$ cat src/rtl/bcd_pkg.sv
// Shared definitions for the digit-serial BCD adder/subtractor.
// Holds digit width/limit, FSM state constants and per-digit helpers.
package bcd_pkg;

  localparam int unsigned BCD_DIGIT_W = 4;
  localparam logic [BCD_DIGIT_W-1:0] BCD_MAX = 4'd9;

  typedef logic [1:0] state_t;
  localparam state_t IDLE = 2'd0;
  localparam state_t RUN  = 2'd1;
  localparam state_t DONE = 2'd2;

  // Nine's complement of one decimal digit (only meaningful for d <= 9).
  function automatic logic [BCD_DIGIT_W-1:0] nines_comp(input logic [BCD_DIGIT_W-1:0] d);
    return BCD_MAX - d;
  endfunction

  // True when the nibble is a legal decimal digit.
  function automatic logic digit_ok(input logic [BCD_DIGIT_W-1:0] d);
    return d <= BCD_MAX;
  endfunction

endpackage

$ cat src/rtl/bcd_digit_add.sv
// Combinational one-digit BCD full adder.
// Ports: a, b - BCD digits; cin - carry in; s - BCD sum digit; c - decimal carry out.
module bcd_digit_add
  import bcd_pkg::*;
(
  input  logic [BCD_DIGIT_W-1:0] a,
  input  logic [BCD_DIGIT_W-1:0] b,
  input  logic                   cin,
  output logic [BCD_DIGIT_W-1:0] s,
  output logic                   c
);

  logic [BCD_DIGIT_W:0] t;

  // Binary sum, then +6 correction when the result leaves the decimal range.
  always_comb begin
    t = 5'(a) + 5'(b) + 5'(cin);
    s = t[BCD_DIGIT_W-1:0];
    c = 1'b0;
    if (t > 5'(BCD_MAX)) begin
      s = 4'(t + 5'd6);
      c = 1'b1;
    end
  end

endmodule

$ cat src/rtl/bcd_serial_add_ctrl.sv
// Digit-serial BCD add/subtract controller sharing one digit adder.
// Ports: clk, rst (sync, active-high); in_valid/in_ready with a, b, sub operands;
// out_valid/out_ready with registered sum, cout (carry / no-borrow), err (bad digit);
// busy flags a non-idle controller.
module bcd_serial_add_ctrl
  import bcd_pkg::*;
#(
  parameter int unsigned DIGITS = 8
) (
  input  logic                          clk,
  input  logic                          rst,
  input  logic                          in_valid,
  output logic                          in_ready,
  input  logic [BCD_DIGIT_W*DIGITS-1:0] a,
  input  logic [BCD_DIGIT_W*DIGITS-1:0] b,
  input  logic                          sub,
  output logic                          out_valid,
  input  logic                          out_ready,
  output logic [BCD_DIGIT_W*DIGITS-1:0] sum,
  output logic                          cout,
  output logic                          err,
  output logic                          busy
);

  localparam int unsigned W     = BCD_DIGIT_W * DIGITS;
  localparam int unsigned IDX_W = (DIGITS > 1) ? $clog2(DIGITS) : 1;

  state_t                 state, state_nxt;
  logic [IDX_W-1:0]       idx;
  logic                   carry;
  logic [W-1:0]           a_r, b_r, sum_r;
  logic                   cout_r, err_r;

  logic                   accept, last, ops_ok;
  logic [W-1:0]           b_adj;
  logic [BCD_DIGIT_W-1:0] dig_a, dig_b, add_s;
  logic                   add_c;

  assign accept = in_valid && in_ready;
  assign last   = (idx == IDX_W'(DIGITS - 1));

  // Operand screening and subtrahend nine's complement on the raw inputs.
  always_comb begin
    ops_ok = 1'b1;
    b_adj  = b;
    for (int unsigned i = 0; i < DIGITS; i++) begin
      ops_ok = ops_ok & digit_ok(a[i*BCD_DIGIT_W +: BCD_DIGIT_W])
                      & digit_ok(b[i*BCD_DIGIT_W +: BCD_DIGIT_W]);
      if (sub) b_adj[i*BCD_DIGIT_W +: BCD_DIGIT_W] = nines_comp(b[i*BCD_DIGIT_W +: BCD_DIGIT_W]);
    end
  end

  // Select the current digit pair for the shared adder.
  always_comb begin
    dig_a = '0;
    dig_b = '0;
    for (int unsigned i = 0; i < DIGITS; i++) begin
      if (idx == IDX_W'(i)) begin
        dig_a = a_r[i*BCD_DIGIT_W +: BCD_DIGIT_W];
        dig_b = b_r[i*BCD_DIGIT_W +: BCD_DIGIT_W];
      end
    end
  end

  bcd_digit_add u_digit_add (
    .a   (dig_a),
    .b   (dig_b),
    .cin (carry),
    .s   (add_s),
    .c   (add_c)
  );

  // Next-state logic.
  always_comb begin
    state_nxt = state;
    case (state)
      IDLE: if (accept) state_nxt = ops_ok ? RUN : DONE;
      RUN:  if (last) state_nxt = DONE;
      DONE: if (out_ready) state_nxt = IDLE;
      default: state_nxt = IDLE;
    endcase
  end

  // State register.
  always_ff @(posedge clk) begin
    if (rst) state <= IDLE;
    else     state <= state_nxt;
  end

  // Operand, result, index and carry registers.
  always_ff @(posedge clk) begin
    if (rst) begin
      a_r    <= '0;
      b_r    <= '0;
      sum_r  <= '0;
      idx    <= '0;
      carry  <= 1'b0;
      cout_r <= 1'b0;
      err_r  <= 1'b0;
    end else begin
      case (state)
        IDLE: if (accept) begin
          a_r    <= a;
          b_r    <= b_adj;
          idx    <= '0;
          carry  <= sub;  // +1 completes the ten's complement of b
          sum_r  <= '0;
          cout_r <= 1'b0;
          err_r  <= !ops_ok;
        end
        RUN: begin
          for (int unsigned i = 0; i < DIGITS; i++) begin
            if (idx == IDX_W'(i)) sum_r[i*BCD_DIGIT_W +: BCD_DIGIT_W] <= add_s;
          end
          carry <= add_c;
          idx   <= idx + 1'b1;
          if (last) cout_r <= add_c;
        end
        default: ;
      endcase
    end
  end

  assign in_ready  = (state == IDLE) && !rst;
  assign out_valid = (state == DONE);
  assign busy      = (state != IDLE);
  assign sum       = sum_r;
  assign cout      = cout_r;
  assign err       = err_r;

endmodule

$ cat config.mk
export PLATFORM = sky130hd
export DESIGN_NAME = bcd_serial_add_ctrl
export DESIGN_NICKNAME = d
export VERILOG_FILES = /design/src/rtl/bcd_pkg.sv /design/src/rtl/bcd_digit_add.sv /design/src/rtl/bcd_serial_add_ctrl.sv
export SDC_FILE = /design/constraint.sdc
export NUM_CORES = 1
export LEC_CHECK = 0
export ABC_CLOCK_PERIOD_IN_PS = 5550
export BUFFER_PORTS_ARGS = -buffer_cell sky130_fd_sc_hd__buf_4
export CORE_MARGIN = 2
export CORE_UTILIZATION = 50
export DETAILED_ROUTE_END_ITERATION = 6
export PLACE_DENSITY = 0.74
export SKIP_LAST_GASP = 1
export SLEW_MARGIN = 5
export SYNTH_ARGS = -nofsm -noshare
export SYNTH_HDL_FRONTEND = slang
export SYNTH_HIERARCHICAL = 1
export SYNTH_SLANG_ARGS = --single-unit
$ cat constraint.sdc
create_clock -name clk -period 5.55 [get_ports clk]
set_input_delay 0.555 -clock clk [delete_from_list [all_inputs] [get_ports clk]]
set_output_delay 0.555 -clock clk [all_outputs]
set_load 0.1 [all_outputs]
==> results by group <==
Run status
  • Status: complete, no violations

Detailed routing
  • Final WL: 13760 um
  • Vias: 4869
  • Avg Vias per Cell: 5.552
  • Drt drc: 0
  • DRT iter0 DRCs: 333
  • ANT nets after route: 0
  • Routed WL per cell: 15.69 um
  • DR pass1 iterations: 5

STA
  • Tmin final: 4970 ps
  • Final hold vios: 0
  • Final Skew: 13.61 ps
  • Final setup fails: 0
  • Max-slew violation count: 0
  • RSZ-0062 raised after global routing: no
  • Post-route setup TNS: 0 ps
  • Final period utilization: 0.8954
  • Worst hold slack: 366.9 ps
  • FMAX: 201.2 MHz
  • Tightest Pin Transition: 1206 ps
  • Slew headroom: 0.1960

Worst setup path
  • Peak per-stage delay on the critical path: 540 ps
  • Worst path arrival time: 5210 ps
  • Largest delay contributor family on the critical path: adder cells
  • Critical path required time: 5790 ps
  • Max Fanout on Critical Path: 17
  • Critical path, cell by cell: ha_1 > ha_1 > nor3b_1 > a221o_1 > o22ai_1 > a31oi_1 > fa_1 > fa_1 > xnor2_1 > ha_1 > a31o_1 > a2111oi_0 > nor2b_1 > and2_1 > mux2i_1 > nor2_1
  • Most common cell on crit path: ha_1
  • Worst Setup Start Kind: register
  • CP max stage cell: a2111oi_0
  • CP bufs+invs: 0
  • Worst setup path category: register to register
  • CP endpoint kind: register

Synthesis
  • Cell with the most instances after synthesis: nand2_1
  • Post-synthesis register bit count: 104
  • Distinct cells, synth: 46
  • FFs w/ async S/R, synth: 0
  • Post-Syn Area: 5333 um^2
  • Top post-synthesis cells by area: dfxtp_1, nand2_1, nand3b_1
  • Register area share after synthesis: 0.3904
  • Avg Inst Size Synth: 8.031 um^2
  • Warnings from Yosys: 6
  • Commonest cells in the synthesized netlist: nand2_1, dfxtp_1, nand3b_1
  • Syn Nets: 753
  • Post-synth EDFFs: 0
  • Leading area contributor after synthesis: dfxtp_1
  • Post-synth top area share: 0.3904
  • Prevailing post-synth register cell: dfxtp_1
  • Synth Instances: 664

Final layout
  • Layout cell share with drive strength beyond 1: 0.1795
  • Post-Layout Inst Area: 6356 um^2
  • ANT cells: 0
  • Footprint of the multi-input gates: 2953 um^2
  • Filler cells: 933
  • Seq. cell area: 2082 um^2
  • Nets@finish: 825
  • Synthesis-to-layout area growth: 19.19%

Floorplanning
  • Std-Cell Rows: 37
  • Io pins: 106
  • Starting Density: 0.5165
  • Die height: 107.3 um
  • Core Footprint: 10320 um^2
  • Die area: 11510 um^2
  • Horiz. Die Dim: 107.3 um

Power and ir drop
  • Cell leakage power: 2.756 nW
  • Power Dens Cells: 252.4 nW/um^2
  • Peak VDD IR: 0.0001745 V

Global routing
  • Pin count of the biggest net entering global routing: 106
  • First-pass GRT wire length: 21980 um
  • GR Overflow Total: 0
  • Initial antenna violation count: 0
  • GRT Util Overall: 0.2400
  • Vias in the first global route: 4502

Placement
  • Post-placement cell area: 6128 um^2
  • Hpwl dp: 9871 um
  • GP Congestion: 0.8811
  • Buffers added on ports: 105

CTS
  • Worst-Skew Late Latency: 370 ps
  • Worst-case clock buffer depth: 2
  • CTS sink cnt: 104
  • CTS tree: built
  • Reg clk slew, reported paths: 100 ps
  • Cts bufs inserted: 9
  • CTS H-Tree Depth: 3
  • Post_cts resized: 0
  • Postcts setup bufs: 0
  • Cts hold-fix bufs: 0
  • CTS root buffer: clkbuf_8

Worst hold path
  • Hold Crit Class: primary input to register

Flow run
  • # Max-Cap Violations: 0
==> routing by layer <==
layer  vias up  part of all wire  GRT usage
li1       2432                 -          -
met1      2269              0.47     0.3346
met2       149              0.46     0.3829
met3        19             0.055    0.04298
met4         0             0.015    0.06494
met5         -                 0          0
==> worst paths after layout <==
| check | startpoint | cells after the start | slack [ps] | end |
|---|---|---|---|---|
| min reg2reg | sum[25] | 2 | 480 | sum[25] |
| max | idx[1] | 16 | 580 | sum[31] |
| min | a[0] | 3 | 370 | a_r[0] |
| max reg2reg | idx[1] | 16 | 580 | sum[31] |
==> cells in the final DEF (no fill, tap or decap), types with 2 or more instances in the layout <==
cell type,count
nand2_1,118
buf_4,108
dfxtp_1,104
nand3b_1,58
nor2_1,48
a21oi_1,45
o21ai_0,39
inv_1,29
mux2i_1,21
nand3_1,20
ha_1,18
a211oi_1,12
xnor2_1,10
clkbuf_8,10
xor2_1,8
o31ai_1,7
o22ai_1,7
and2_1,7
nor2b_1,6
a221o_1,6
a31oi_1,6
a22oi_1,6
a2bb2oi_1,4
a32oi_1,3
nor3_1,3
nand2b_1,3
a21oi_2,3
a22o_1,3
a311oi_1,2
a21o_1,2
nand4_1,2
and3_1,2
inv_6,2
bufinv_16,2
fa_1,2
==> layout make-up <==
type                       count  area share
clock buffer                  11     0.02224
clock inverter                 5     0.01358
inverter                      30     0.01772
multi-input combinational    483      0.4646
sequential                   104      0.3276
tap                          136     0.02677
timing repair buffer         108      0.1276
==> kinds of logic (layout without fill, tap and decap cells) <==
group                    Yosys count  in the layout  synth area share
AO/OA/AOI/OAI                    149            149            0.1769
XOR/XNOR                          18             18           0.02956
adder cells (fa/ha/maj)           20             20           0.04974
buffers and inverters             77            154           0.05655
flip-flops                       104            104            0.3904
multiplexers                      22             22           0.04153
AND/OR/NAND/NOR                  274            274            0.2553
==> sequential cells by signal, indices dropped and copies added, names as in the netlist <==
register / count
b_r: 32
state: 2
cout: 1
sum: 32
err: 1
carry: 1
a_r: 32
idx: 3
==> power breakdown <==
part	internal [mW]	switching [mW]
registers	0.785	0.0270
logic	0.108	0.152
clock network	0.271	0.262
==> tightest hold or removal path: cells and delay by family <==
kind | cells | cell delay, ps
buffers and inverters | 1 | 70
AND/OR/NAND/NOR | 2 | 80
==> per-stage QoR <==
stage	power (mW)	setup WS [ps]	util	cells
6_report	1.604	580.3	0.6157	877
5_1_grt	1.667	210.1	0.6157	877
4_1_cts	1.611	715.4	0.6157	877
3_5_place_dp	1.084	734.5	0.5936	861
3_3_place_gp	1.075	969.8	0.5936	861
2_1_floorplan	0.9882	970.1	-	664
Power figures use the tool's default switching activity.
